**config.mk**
```make
export PLATFORM = sky130hd
export DESIGN_NAME = axis_pkt_arbiter
export DESIGN_NICKNAME = d
export VERILOG_FILES = /design/src/rtl/axis_pkt_arbiter.sv
export SDC_FILE = /design/constraint.sdc
export NUM_CORES = 1
export LEC_CHECK = 0
export CAP_MARGIN = 20
export CELL_PAD_IN_SITES_DETAIL_PLACEMENT = 0
export CELL_PAD_IN_SITES_GLOBAL_PLACEMENT = 1
export CORE_MARGIN = 2
export CORE_UTILIZATION = 31
export CTS_CLUSTER_DIAMETER = 60
export DETAILED_ROUTE_END_ITERATION = 10
export GPL_ROUTABILITY_DRIVEN = 0
export PLACE_DENSITY = 0.82
export SLEW_MARGIN = 20
export SYNTH_ARGS = -nofsm -noshare
export SYNTH_HDL_FRONTEND = slang
export SYNTH_SLANG_ARGS = --single-unit
```
**constraint.sdc**
```tcl
create_clock -name ACLK -period 3.78 [get_ports ACLK]
set_input_delay 0.756 -clock ACLK [delete_from_list [all_inputs] [get_ports ACLK]]
set_output_delay 0.756 -clock ACLK [all_outputs]
set_load 0.005 [all_outputs]
```
**src/rtl/axis_pkt_arbiter.sv**
```systemverilog
// axis_pkt_arbiter
// Shares one AXI-Stream sink among 4 requesters at packet granularity.
// Round-robin arbitration happens in IDLE; the winner is locked (BUSY) until
// its TLAST beat is accepted, so a grant never changes mid-packet. The output
// is a one-deep register slice that sustains one beat per cycle.
//
// Ports:
//   ACLK        clock, rising edge
//   ARESETn     synchronous active-low reset
//   TDATA_in    packed requester data, port i at [i*DATA_W +: DATA_W]
//   TVALID_in   per-port valid
//   TLAST_in    per-port end-of-packet
//   TREADY_out  per-port ready (only the owner can be ready)
//   TDATA_out   data to shared sink
//   TVALID_out  output valid
//   TLAST_out   output end-of-packet
//   TREADY_in   ready from shared sink
//   GRANT_out   one-hot current owner, zero when IDLE
//   TID_out     owner index of the beat in the slice (only with AXIS_ARB_TID_EN)
//
// Optional feature macro: AXIS_ARB_TID_EN adds TID_out.

module axis_pkt_arbiter #(
    parameter int DATA_W = 8,
    parameter int NPORT  = 4
) (
    input  logic                    ACLK,
    input  logic                    ARESETn,
    input  logic [NPORT*DATA_W-1:0] TDATA_in,
    input  logic [NPORT-1:0]        TVALID_in,
    input  logic [NPORT-1:0]        TLAST_in,
    output logic [NPORT-1:0]        TREADY_out,
    output logic [DATA_W-1:0]       TDATA_out,
    output logic                    TVALID_out,
    output logic                    TLAST_out,
    input  logic                    TREADY_in,
    output logic [NPORT-1:0]        GRANT_out
`ifdef AXIS_ARB_TID_EN
    ,
    output logic [1:0]              TID_out
`endif
);

    localparam logic [0:0] IDLE = 1'b0;
    localparam logic [0:0] BUSY = 1'b1;

    logic [0:0] state;
    logic [1:0] owner;
    logic [1:0] last_grant;

    logic [1:0] sh;
    logic [3:0] rot;
    logic [1:0] off;
    logic [1:0] pick;
    logic       pick_ok;
    logic       slice_free;
    logic       accept;

    // Rotate the request vector so bit 0 is the port just after last_grant;
    // the lowest set bit of the rotated vector is then the round-robin winner.
    always_comb begin
        sh      = last_grant + 2'd1;
        rot     = 4'({TVALID_in, TVALID_in} >> sh);
        pick_ok = |rot;
        casez (rot)
            4'b???1: off = 2'd0;
            4'b??10: off = 2'd1;
            4'b?100: off = 2'd2;
            4'b1000: off = 2'd3;
            default: off = 2'd0;
        endcase
        pick = sh + off;
    end

    always_comb begin
        slice_free = !TVALID_out || TREADY_in;
        if (state == BUSY) begin
            TREADY_out = GRANT_out & {NPORT{slice_free}};
        end else begin
            TREADY_out = '0;
        end
        accept = |(TVALID_in & TREADY_out);
    end

    always_ff @(posedge ACLK) begin
        if (!ARESETn) begin
            state      <= IDLE;
            owner      <= '0;
            last_grant <= 2'd3;
            GRANT_out  <= '0;
            TVALID_out <= 1'b0;
            TLAST_out  <= 1'b0;
            TDATA_out  <= '0;
`ifdef AXIS_ARB_TID_EN
            TID_out    <= '0;
`endif
        end else begin
            if (state == IDLE) begin
                if (pick_ok) begin
                    state      <= BUSY;
                    owner      <= pick;
                    last_grant <= pick;
                    GRANT_out  <= {{(NPORT-1){1'b0}}, 1'b1} << pick;
                end
            end else begin
                if (accept && TLAST_in[owner]) begin
                    state     <= IDLE;
                    GRANT_out <= '0;
                end
            end

            // Register slice: load on accept, otherwise drain when the sink takes it.
            if (accept) begin
                TVALID_out <= 1'b1;
                TDATA_out  <= TDATA_in[owner*DATA_W +: DATA_W];
                TLAST_out  <= TLAST_in[owner];
`ifdef AXIS_ARB_TID_EN
                TID_out    <= owner;
`endif
            end else if (TREADY_in) begin
                TVALID_out <= 1'b0;
            end
        end
    end

endmodule

```
Yosys cells after proc, flatten, opt, wreduce, memory -nomap -nowiden
Index checks and enable logic that the tools add are counted.
Storage, ports and cells
  flip-flop bits (word level): 19
  bits of input ports: 43
  output and inout bits: 18
  word-level logic and storage cells: 41
Cells by class
  add/subtract/negate cells: 2
  order comparisons: 1
  equality and inequality tests: 4
  shift operators: 3
  multiplexer cells: 12
  bitwise logic cells: 3
  reduce and logical (&&, ||, !) cells: 9
Operator list (count)
  $shiftx A32 B6 Y8: 1
  $mux W4: 4
  $and A4 B4 Y4: 2
  $reduce_or A4 Y1: 2
  $shr A8 B2 Y4: 1
  $mux W1: 6
  $pmux W2 S3: 1
  $eq A4 B4 Y1 const B: 1
  $reduce_and A2 Y1: 2
  $reduce_bool A2 Y1: 2
  $shl A1 B2 Y4 const A: 1
  $eq A3 B3 Y1 const B: 1
  $lt A2 B3 Y1 const B: 1
  $add A2 B1 Y2 const B: 1
  $add A2 B2 Y2: 1
  $bmux W1 S2: 1
  $eq A2 B2 Y1 const B: 1
  $ne A2 B1 Y1 const B: 1
  $logic_and A1 B1 Y1: 1
  $logic_not A1 Y1: 1
  $logic_or A1 B1 Y1: 1
  $not A1 Y1: 1

Logic depth before layout (Yosys ltp)
  depth after elaboration: 9
  depth in mapped cells: 10
  mapped depth without buffers: 10

Worst setup path before layout
No wires, ideal clock.
  kind: input-to-reg
  from: in TVALID_in[1]
  to: reg GRANT_out[2]
  setup time: 0.114 ns
  arrival: 2.405 ns
  required time: 3.666 ns
  slack: 1.261 ns
  stages: 8
  buffers on the path: 1
  path through: buf_6 -> or4_1 -> o211ai_1 -> ha_1 -> xor2_1 -> xnor2_1 -> xnor2_2 -> a2bb2o_4
On the way
  longest elaborated chain between the ends: 7
  elaborated cells between the ends (all ways): 16
  those cells by class: add/sub: 1; eq/ne: 4; shift: 2; mux: 3; bitwise: 1; reduce/logical: 5
Ends and longest elaborated chain
  start, declared: line 30  | input logic [NPORT-1:0] TVALID_in,
  $shr A8 B2 Y4: line 63  | rot = 4'({TVALID_in, TVALID_in} >> sh);
  $eq A4 B4 Y1 (tied with other cells): line 65  | casez (rot)
  $pmux W2 S3: line 65
  $add A2 B2 Y2: line 72  | pick = sh + off;
  $shl A1 B2 Y4: line 103  | GRANT_out <= {{(NPORT-1){1'b0}}, 1'b1} << pick;
  $mux W4: line 99  | if (pick_ok) begin
  $mux W4: line 98  | if (state == IDLE) begin
  end signal, assigned: line 103
  end, declared: line 37  | output logic [NPORT-1:0] GRANT_out
Parallel ways exist; a longest one is shown, timed or not. The select of a mux whose other input is x is not followed.
A chain may end at the register's enable or synchronous reset.

Worst setup path in the final report
Ends and elaborated chain as after synthesis.

==> results_tabular.tex <==
\begin{tabular}{lr}
\hline
Metric & Value \\
\hline
\multicolumn{2}{l}{\textbf{Run status}} \\
Result of the run & completed \\
\multicolumn{2}{l}{\textbf{STA}} \\
Shortest period the worst path allows & 2.878 ns \\
Number of max-slew violations in the final report & 0 \\
FMAX & 347.5 MHz \\
Least-Margin Pin Slew & 0.6087 ns \\
Final worst slack & 0.9025 ns \\
Total setup violations reported at the end of the flow & 0 \\
Final count of hold timing violations & 0 \\
Fraction of the cycle the final worst path needs & 0.7613 \\
Max\_slew headroom & 0.5937 \\
Total negative slack for setup checks & 0 ns \\
Post-Route Hold Slack & 0.4583 ns \\
RSZ-0062 raised after global routing & no \\
Setup Skew & 0.002276 ns \\
\multicolumn{2}{l}{\textbf{Power and ir drop}} \\
Power share of the combinational group & 0.450 \\
Power Dens Cells & 424.6 nW/um\^{}2 \\
Share of total power in the clock network & 0.175 \\
Static Leakage & 0.7344 nW \\
Internal portion of total power & 0.0005389 W \\
Design Power & 0.0007842 W \\
Switching pwr & 0.0002453 W \\
Proportion of power drawn by flip-flops and latches & 0.375 \\
Switching share of total power & 0.3128 \\
Peak ir drop on the vdd network & 0.2109 mV \\
\multicolumn{2}{l}{\textbf{Final layout}} \\
Fraction of final layout cells sized beyond drive strength 1 & 0.1329 \\
Area growth from synthesis to layout & 53.59\% \\
Final \#Nets & 218 \\
Design area & 1847 um\^{}2 \\
Diode insertion count for antenna repair & 0 \\
\multicolumn{2}{l}{\textbf{Run}} \\
Max cap viols & 0 \\
\multicolumn{2}{l}{\textbf{CTS}} \\
Resized Gates After CTS & 0 \\
Number of buffers added by the clock tree synthesis step & 3 \\
Hold Buf Count CTS & 0 \\
Maximum buffer depth of the clock tree & 2 \\
Clock transition at path regs & 0.06 ns \\
CTS H-tree depth & 1 \\
Number of clock sinks & 19 \\
Clock tree from TritonCTS & yes \\
Clk Latency, worst-skew pair & 0.25 ns \\
Number of buffers inserted by post-CTS setup repair & 0 \\
CTS root buf & clkbuf\_8 \\
\multicolumn{2}{l}{\textbf{Place}} \\
Placement-stage cell area & 1802 um\^{}2 \\
Placed wire-length estimate after detailed placement & 2.577 mm \\
Placement Setup Slack & 0.6474 ns \\
IO Port Bufs & 60 \\
\multicolumn{2}{l}{\textbf{Yosys}} \\
Top FF cell, synth & dfxtp\_1 \\
Number of warnings printed during yosys synthesis & 0 \\
Syn\_area\_per\_cell & 10.37 um\^{}2 \\
Proportion of synthesized flip-flops having asynchronous set or reset & 0 \\
Post-synthesis net count & 160 \\
Post-synthesis instance total & 116 \\
Number of flip-flops and latches in the synthesized netlist & 19 \\
Sequential area share after synthesis & 0.3163 \\
Cell area after synthesis & 1202 um\^{}2 \\
Post-synthesis cell type count & 36 \\
Count of flip-flops with a built-in enable after synthesis & 0 \\
\multicolumn{2}{l}{\textbf{Min path}} \\
Hold Crit Class & flip-flop to flip-flop \\
Number of instances on the worst hold path & 2 \\
\multicolumn{2}{l}{\textbf{Critical path}} \\
Critical path peak fanout & 10 \\
Reg-to-Reg Start & last\_grant[0] \\
Endpoint class of the critical path & flip-flop \\
Number of cells on the worst reg-to-reg path & 8 \\
Endpoint of the worst setup timing path & GRANT\_out[2] \\
Classification of the worst setup path & input pin to flip-flop \\
Data arrival time of the worst path & 3.03 ns \\
Reg-to-Reg End & GRANT\_out[2] \\
Required time reported for the critical path endpoint & 3.93 ns \\
First element of the critical path & TVALID\_in[1] \\
Register-to-register setup slack & 1.63 ns \\
Type of origin of the critical path & input pin \\
\multicolumn{2}{l}{\textbf{Floorplan}} \\
Die width & 66.28 um \\
Std cell rows & 22 \\
Die Outline Area & 4393 um\^{}2 \\
Starting density of the core & 0.3260 \\
I/O Pins & 61 \\
Std-Cell Core Area & 3689 um\^{}2 \\
Height of the die & 66.28 um \\
\multicolumn{2}{l}{\textbf{Global routing}} \\
GRT Util Overall & 0.1529 \\
Global route overflow & 0 \\
Wire length of the first global-routing pass & 5.154 mm \\
Initial antenna violation count & 0 \\
Vias in the first global route & 1049 \\
Maximum number of pins on one net before global-route repair & 17 \\
\multicolumn{2}{l}{\textbf{Drt}} \\
\# DRC & 0 \\
Via count & 1098 \\
Initial DRT Pass Iterations & 4 \\
Detailed-route vias per instance & 4.968 \\
Total length of routed wires & 3.136 mm \\
Uppermost metal layer occupied by signal nets & met4 \\
Detailed-routed wire length on met2 & 1.698 mm \\
Post-detailed-route count of antenna-violating nets & 0 \\
Mean routed wirelength per cell & 14.19 um \\
Wire length on met3 & 139 um \\
DR iter-0 viols & 7 \\
M1 wire length & 1.275 mm \\
\hline
\end{tabular}
state kept, by name, summed over array words and instances, names as in the netlist:
register / flops
GRANT_out: 4
TDATA_out: 8
TLAST_out: 1
TVALID_out: 1
last_grant: 2
owner: 2
state: 1
metal layers:
metal	GRT usage	vias to the layer above
li1	-	547
met1	0.1929	518
met2	0.2600	31
met3	0.03748	2
met4	0.03827	0
met5	0	-
worst min path at each step:
stage                     startpoint         to  slack [ns]
after floorplan            TLAST_out  TLAST_out        0.45
after global placement     TLAST_out  TLAST_out        0.45
after detailed placement   TLAST_out  TLAST_out        0.45
after CTS                  TLAST_out  TLAST_out        0.46
after global routing       TLAST_out  TLAST_out        0.51
final                      TLAST_out  TLAST_out        0.46
worst max-delay path, cell delays in order:
cell and delay [ns]:
clkdlybuf4s50_1 0.60, or4_1 0.57, o211ai_1 0.11, ha_1 0.18, xor2_1 0.17, xnor2_1 0.22
xnor2_2 0.19, a2bb2o_4 0.23
cells in the mapped netlist, types with 2 or more instances:
master | n | share of area
a22o_1 | 3 | 0.022
mux4_2 | 9 | 0.17
buf_4 | 2 | 0.012
and3_1 | 4 | 0.021
o32ai_2 | 2 | 0.027
nand2_1 | 7 | 0.022
o211ai_1 | 4 | 0.025
inv_1 | 4 | 0.012
nand2b_1 | 2 | 0.010
mux2i_1 | 9 | 0.075
buf_6 | 4 | 0.037
dfxtp_1 | 19 | 0.32
a21oi_1 | 6 | 0.025
nor2_1 | 17 | 0.053
or2_1 | 2 | 0.010
nor3_1 | 2 | 0.0083
per-stage QoR:
step,util,instances
global placement,0.4885,217
CTS,0.5007,221
global route,0.5007,221
floorplan,-,116
finish,0.5007,221
detailed placement,0.4885,217
placed cells by master, fill, tap and decap left out, types with 2 or more instances in the layout:
| cell type | synthesis | layout |
|---|---|---|
| mux4_2 | 9 | 9 |
| dfxtp_1 | 19 | 19 |
| nand2b_1 | 2 | 2 |
| and3_1 | 4 | 4 |
| clkdlybuf4s50_1 | 0 | 60 |
| or2_1 | 2 | 2 |
| nor3_1 | 2 | 2 |
| a22o_1 | 3 | 3 |
| nor2_1 | 17 | 17 |
| mux2i_1 | 9 | 9 |
| a21oi_1 | 6 | 6 |
| nand2_1 | 7 | 7 |
| inv_1 | 4 | 4 |
| o32ai_2 | 2 | 2 |
| o211ai_1 | 4 | 4 |
| clkbuf_8 | 0 | 3 |
cell type report:
class	instances	area, um^2
Multi-Input combinational cell	84	734.5
Clock buffer	4	45.04
Tap cell	48	60.06
Fill cell	347	1842
Inverter	5	18.77
Sequential cell	19	380.4
Timing Repair Buffer	61	608.1
cell families after synthesis:
logic type | count (synthesis) | synth area share
simple gates | 41 | 0.1675
compound gates | 21 | 0.1613
flops | 19 | 0.3163
mux | 18 | 0.2435
buf+inv | 13 | 0.07282
xor+xnor | 3 | 0.02810
fa+ha+maj | 1 | 0.01040
power groups by stage:
stage                     clock [W]  sequential, W  combinational (W)
after floorplan                   0       0.000269           0.000251
after global routing       0.000157       0.000305           0.000385
final                      0.000138       0.000294           0.000353
after detailed placement          0       0.000301           0.000354
after CTS                  0.000142       0.000297           0.000355
after global placement            0       0.000299           0.000346
No activity file was read; power rests on OpenSTA's default activity.
==> edit 1 (config.mk and constraints unchanged) <==
Change the parameter `NPORT` from 4 to 5.
--- a/src/rtl/axis_pkt_arbiter.sv
+++ b/src/rtl/axis_pkt_arbiter.sv
@@ -22,7 +22,7 @@
 
 module axis_pkt_arbiter #(
     parameter int DATA_W = 8,
-    parameter int NPORT  = 4
+    parameter int NPORT  = 5
 ) (
     input  logic                    ACLK,
     input  logic                    ARESETn,
Interface: changed (5 resized); port bits go from 61 to 73. The function was not compared with the original's and may differ.
==> edit 1 against the unedited design <==
Wire length grew 27%. Sequential cell count unchanged. Synthesized area increased by 20%. Synthesized cell count increased by 20%. Power up 47%. Worst setup slack lost 350 ps. Critical path depth up 1. Cell area rose by 15%. Highest routed layer unchanged.
==> edit 1: results (changes against the unedited design) <==
- Outcome: complete, no violations
- Post-place setup slack: 301 ps (-347 ps)
- Gate family responsible for the most delay along the worst path: multiplexers
- Mean Syn Cell Area: 10.4 um^2 (about the same)
- Destination of the critical timing path: GRANT_out[1]
- Peak supply drop: 0.253 mV (+20%)
- Post-layout instance area: 2130 um^2 (+15%)
- Routed length per placed instance: 16.0 um (+13%)
- Number of cells produced by synthesis: 139 (+20%)
- Proportion of synthesized chip area in sequential cells: 26.4% (-5.2 points)
- Minimum setup slack among reg-to-reg paths: 850 ps (-780 ps)
- GRT Resource Usage Total: 15.4% (+0.064 points)
- Count of non-CTS buffers in the layout: 63 (+3.3%)
- Leakage Power: 0.824 nW (+12%)
- Proportion of final cell area spent on non-clock buffers: 29.4% (-3.5 points)
- Number of distinct library cells after synthesis: 43 (+19%)
- Most common library cells after synthesis: 19 x sky130_fd_sc_hd__dfxtp_1, 12 x sky130_fd_sc_hd__nor2b_1, 11 x sky130_fd_sc_hd__mux2i_1, 10 x sky130_fd_sc_hd__mux4_2, 8 x sky130_fd_sc_hd__inv_1
- Iter 0 DRT Violations: 45 (+38)
- Setup ws final: 556 ps (-346 ps)
- Maximum number of pins on one net before global-route repair: 22 (+5)
- Relative slew slack: 55.1% (-4.3 points)
- Inverter count: 8 (+3)
- Multi-input combinational cell count: 103 (+23%)
- Final-layout fill cell count: 419 (+21%)
- Largest cells by area after synthesis: sky130_fd_sc_hd__dfxtp_1 26%, sky130_fd_sc_hd__mux4_2 16%, sky130_fd_sc_hd__mux2i_1 7.6%, sky130_fd_sc_hd__nor2b_1 5.2%, sky130_fd_sc_hd__mux4_1 3.6%
- Fraction of area in registers: 17.9% (-2.7 points)
- Slowest cell delay on critical path: 650 ps (+50 ps)
- Number of flip-flops and latches: 19 (unchanged)
-- edit 1: cell count changes in the layout (fill, tap and decap cells not counted), moves of 4 or more --
| cell | before | now |
|---|---|---|
| sky130_fd_sc_hd__nor2b_1 | 0 | 12 |
| sky130_fd_sc_hd__o2111ai_1 | 0 | 5 |
| sky130_fd_sc_hd__a21oi_1 | 6 | 1 |
| sky130_fd_sc_hd__inv_1 | 4 | 8 |
| sky130_fd_sc_hd__o211ai_2 | 0 | 4 |
| sky130_fd_sc_hd__nor2_1 | 17 | 6 |
-- edit 1: tightest hold or removal path, cell delays in order (launching register included) --
cell and delay, ps:
sky130_fd_sc_hd__dfxtp_1 320, sky130_fd_sc_hd__nand2_1 50, sky130_fd_sc_hd__a21boi_0 70
-- edit 1: metal layers --
layer | part of all wire (%) | GRT usage [%] | up-vias | wire length, um
met4 | 1.4 | 2.94 | 0 | 55
met2 | 52 | 26.3 | 20 | 2070
li1 | - | - | 647 | -
met1 | 44 | 20.5 | 640 | 1770
met5 | 0 | 0 | - | 0
met3 | 2.3 | 2.64 | 6 | 92
-- edit 1: logic make-up (layout without fill, tap and decap cells) --
| kind of cell | after synthesis | after routing | synth area share [%] |
|---|---|---|---|
| AOI/OAI and AO/OA | 32 | 32 | 20.9 |
| xor gates and xnor gates | 2 | 2 | 2.26 |
| adders and majority gates | 1 | 1 | 0.869 |
| buffers and inverters | 18 | 75 | 5.56 |
| DFF | 19 | 19 | 26.4 |
| muxes | 24 | 24 | 27.7 |
| other | 1 | 2 | 0.260 |
| and+or+nand+nor | 42 | 42 | 16.0 |
-- edit 1: power by group --
group / switching [mW] / internal, mW
Combinational: 0.271 / 0.376
Clock: 0.0678 / 0.0750
Sequential: 0.103 / 0.258
==> edit 2 (config.mk and constraints unchanged) <==
Made on the original files. Make the reset (`ARESETn`) asynchronous in one clocked block. Comments in the files are not updated.
--- a/src/rtl/axis_pkt_arbiter.sv
+++ b/src/rtl/axis_pkt_arbiter.sv
@@ -82,7 +82,7 @@
         accept = |(TVALID_in & TREADY_out);
     end
 
-    always_ff @(posedge ACLK) begin
+    always_ff @(posedge ACLK or negedge ARESETn) begin
         if (!ARESETn) begin
             state      <= IDLE;
             owner      <= '0;
Behaviour: differs if ARESETn is asserted again (counterexample within 4 cycles, from zero or initial values and one cycle with ARESETn low); with ARESETn held inactive, the same outputs for 10 cycles.
==> edit 2 against the unedited design <==
Highest routed layer unchanged. Sequential cell count stayed put. Die area up 15%. Cell area grew 11%. Utilization is 3.0 points lower. First-iteration DRC count rose to 5.0 times the old value. Wire length is 17% higher. Critical endpoint is now GRANT_out[1]. Worst setup slack got worse by 25 ps. Critical path type unchanged. Synthesized area rose by 16%. Via count grew 9.4%.
Power is not compared: it rests on default switching activity, and its combinational part moved more than twofold at a synthesized area within 25%.
==> edit 2: results (changes against the unedited design) <==
- Fraction of layout cells with a size suffix above 1: 15.3% (+2.0 points)
- Asr flop ratio synth: 100% (+100 points)
- Outcome: complete, no violations
- Most common library cells after synthesis: 17 x sky130_fd_sc_hd__dfrtp_1, 8 x sky130_fd_sc_hd__mux4_2, 8 x sky130_fd_sc_hd__nand2_1, 7 x sky130_fd_sc_hd__mux2_2
- Maximum number of pins on one net before global-route repair: 20 (+3)
- Cell count of the worst reg-to-reg path: 9 (+1)
- Vias in the first global route: 1,195 (+14%)
- Synthesized netlist net count: 165 (+3.1%)
- Largest cells by area after synthesis: sky130_fd_sc_hd__dfrtp_1 30%, sky130_fd_sc_hd__mux4_2 13%, sky130_fd_sc_hd__mux2_2 5.6%, sky130_fd_sc_hd__dfstp_2 3.8%, sky130_fd_sc_hd__nand4_1 2.2%
- Number of distinct library cells after synthesis: 41 (+14%)
- Relative area change from synthesis to final layout: 46.8%
- Crit path max fanout: 9 (-1)
- Share of synthesized area spent on multiplexers: 21.6% (-2.8 points)
- Iter 0 DRT Violations: 35 (+28)
- Final critical-path share of the clock period: 76.8% (+0.67 points)
- Proportion of synthesized chip area in sequential cells: 34.2% (+2.6 points)
- Worst endpoint data arrival time: 3090 ps (+60 ps)
- Relative slew slack: 45.4% (-14 points)
- GRT Resource Usage Total: 14.6% (-0.73 points)
- Source of the worst hold timing path: TDATA_out[1]
- Xor and xnor area share after synthesis: 3.41% (+0.60 points)
- Post-synthesis adder-cell area fraction: 0.896% (-0.14 points)
- Hold Crit Depth: 1 (-1)
- Worst setup skew after layout: 4.94 ps (+2.66 ps)
- Minimum setup slack among reg-to-reg paths: 1410 ps (-220 ps)
-- edit 2: cell types whose count changed in the layout (fill, tap and decap cells not counted), sizes merged, moves of 7 or more --
cell / delta
mux2: +9
mux2i: -7
dfrtp: +17
dfxtp: -19
nor2: -14
-- edit 2: worst max-delay path by stage --
stage / start / endpoint
global route: TVALID_in[2] / GRANT_out[1]
CTS: TREADY_in / TREADY_out[1]
finish: TVALID_in[2] / GRANT_out[1]
global placement: TVALID_in[2] / GRANT_out[1]
floorplan: TVALID_in[2] / GRANT_out[3]
detailed placement: TVALID_in[2] / GRANT_out[1]
-- edit 2: per-layer routing --
metal	track usage [%]	share of wire (%)
met5	0	0
met4	4.40	0.57
met3	3.42	8.6
met2	24.5	46
met1	18.6	45
-- edit 2: final cells by class --
class	instances	area share, %
Clock buffer	3	2.01
Clock inverter	1	0.244
Inverter	1	0.183
Multi-Input combinational cell	92	41.8
Sequential cell	19	23.3
Tap cell	52	3.17
Timing Repair Buffer	60	29.3
-- edit 2: critical path, cell delays in order --
cell	delay, ps
sky130_fd_sc_hd__clkdlybuf4s50_1	560
sky130_fd_sc_hd__nand2b_1	230
sky130_fd_sc_hd__a21boi_1	140
sky130_fd_sc_hd__o221ai_1	180
sky130_fd_sc_hd__o21a_1	150
sky130_fd_sc_hd__ha_1	180
sky130_fd_sc_hd__xor3_1	260
sky130_fd_sc_hd__nor4b_1	390
sky130_fd_sc_hd__nand4_1	150
sky130_fd_sc_hd__nand3_1	90
-- edit 2: kinds of logic after synthesis --
group | after synthesis
AO/OA/AOI/OAI | 26
XOR/XNOR | 2
adder cells (fa/ha/maj) | 1
buffers and inverters | 10
flip-flops | 19
multiplexers | 19
AND/OR/NAND/NOR | 44
-- edit 2: power by group --
group          internal (mW)  switching, mW
clock                 0.0731         0.0643
combinational          0.473          0.283
sequential             0.306          0.136
-- edit 2: stage by stage --
stage	total power [mW]	utilization (%)
after floorplan	0.938	-
after global placement	1.18	46.0
after detailed placement	1.21	46.0
after CTS	1.35	47.1
after global routing	1.44	47.1
final	1.34	47.1
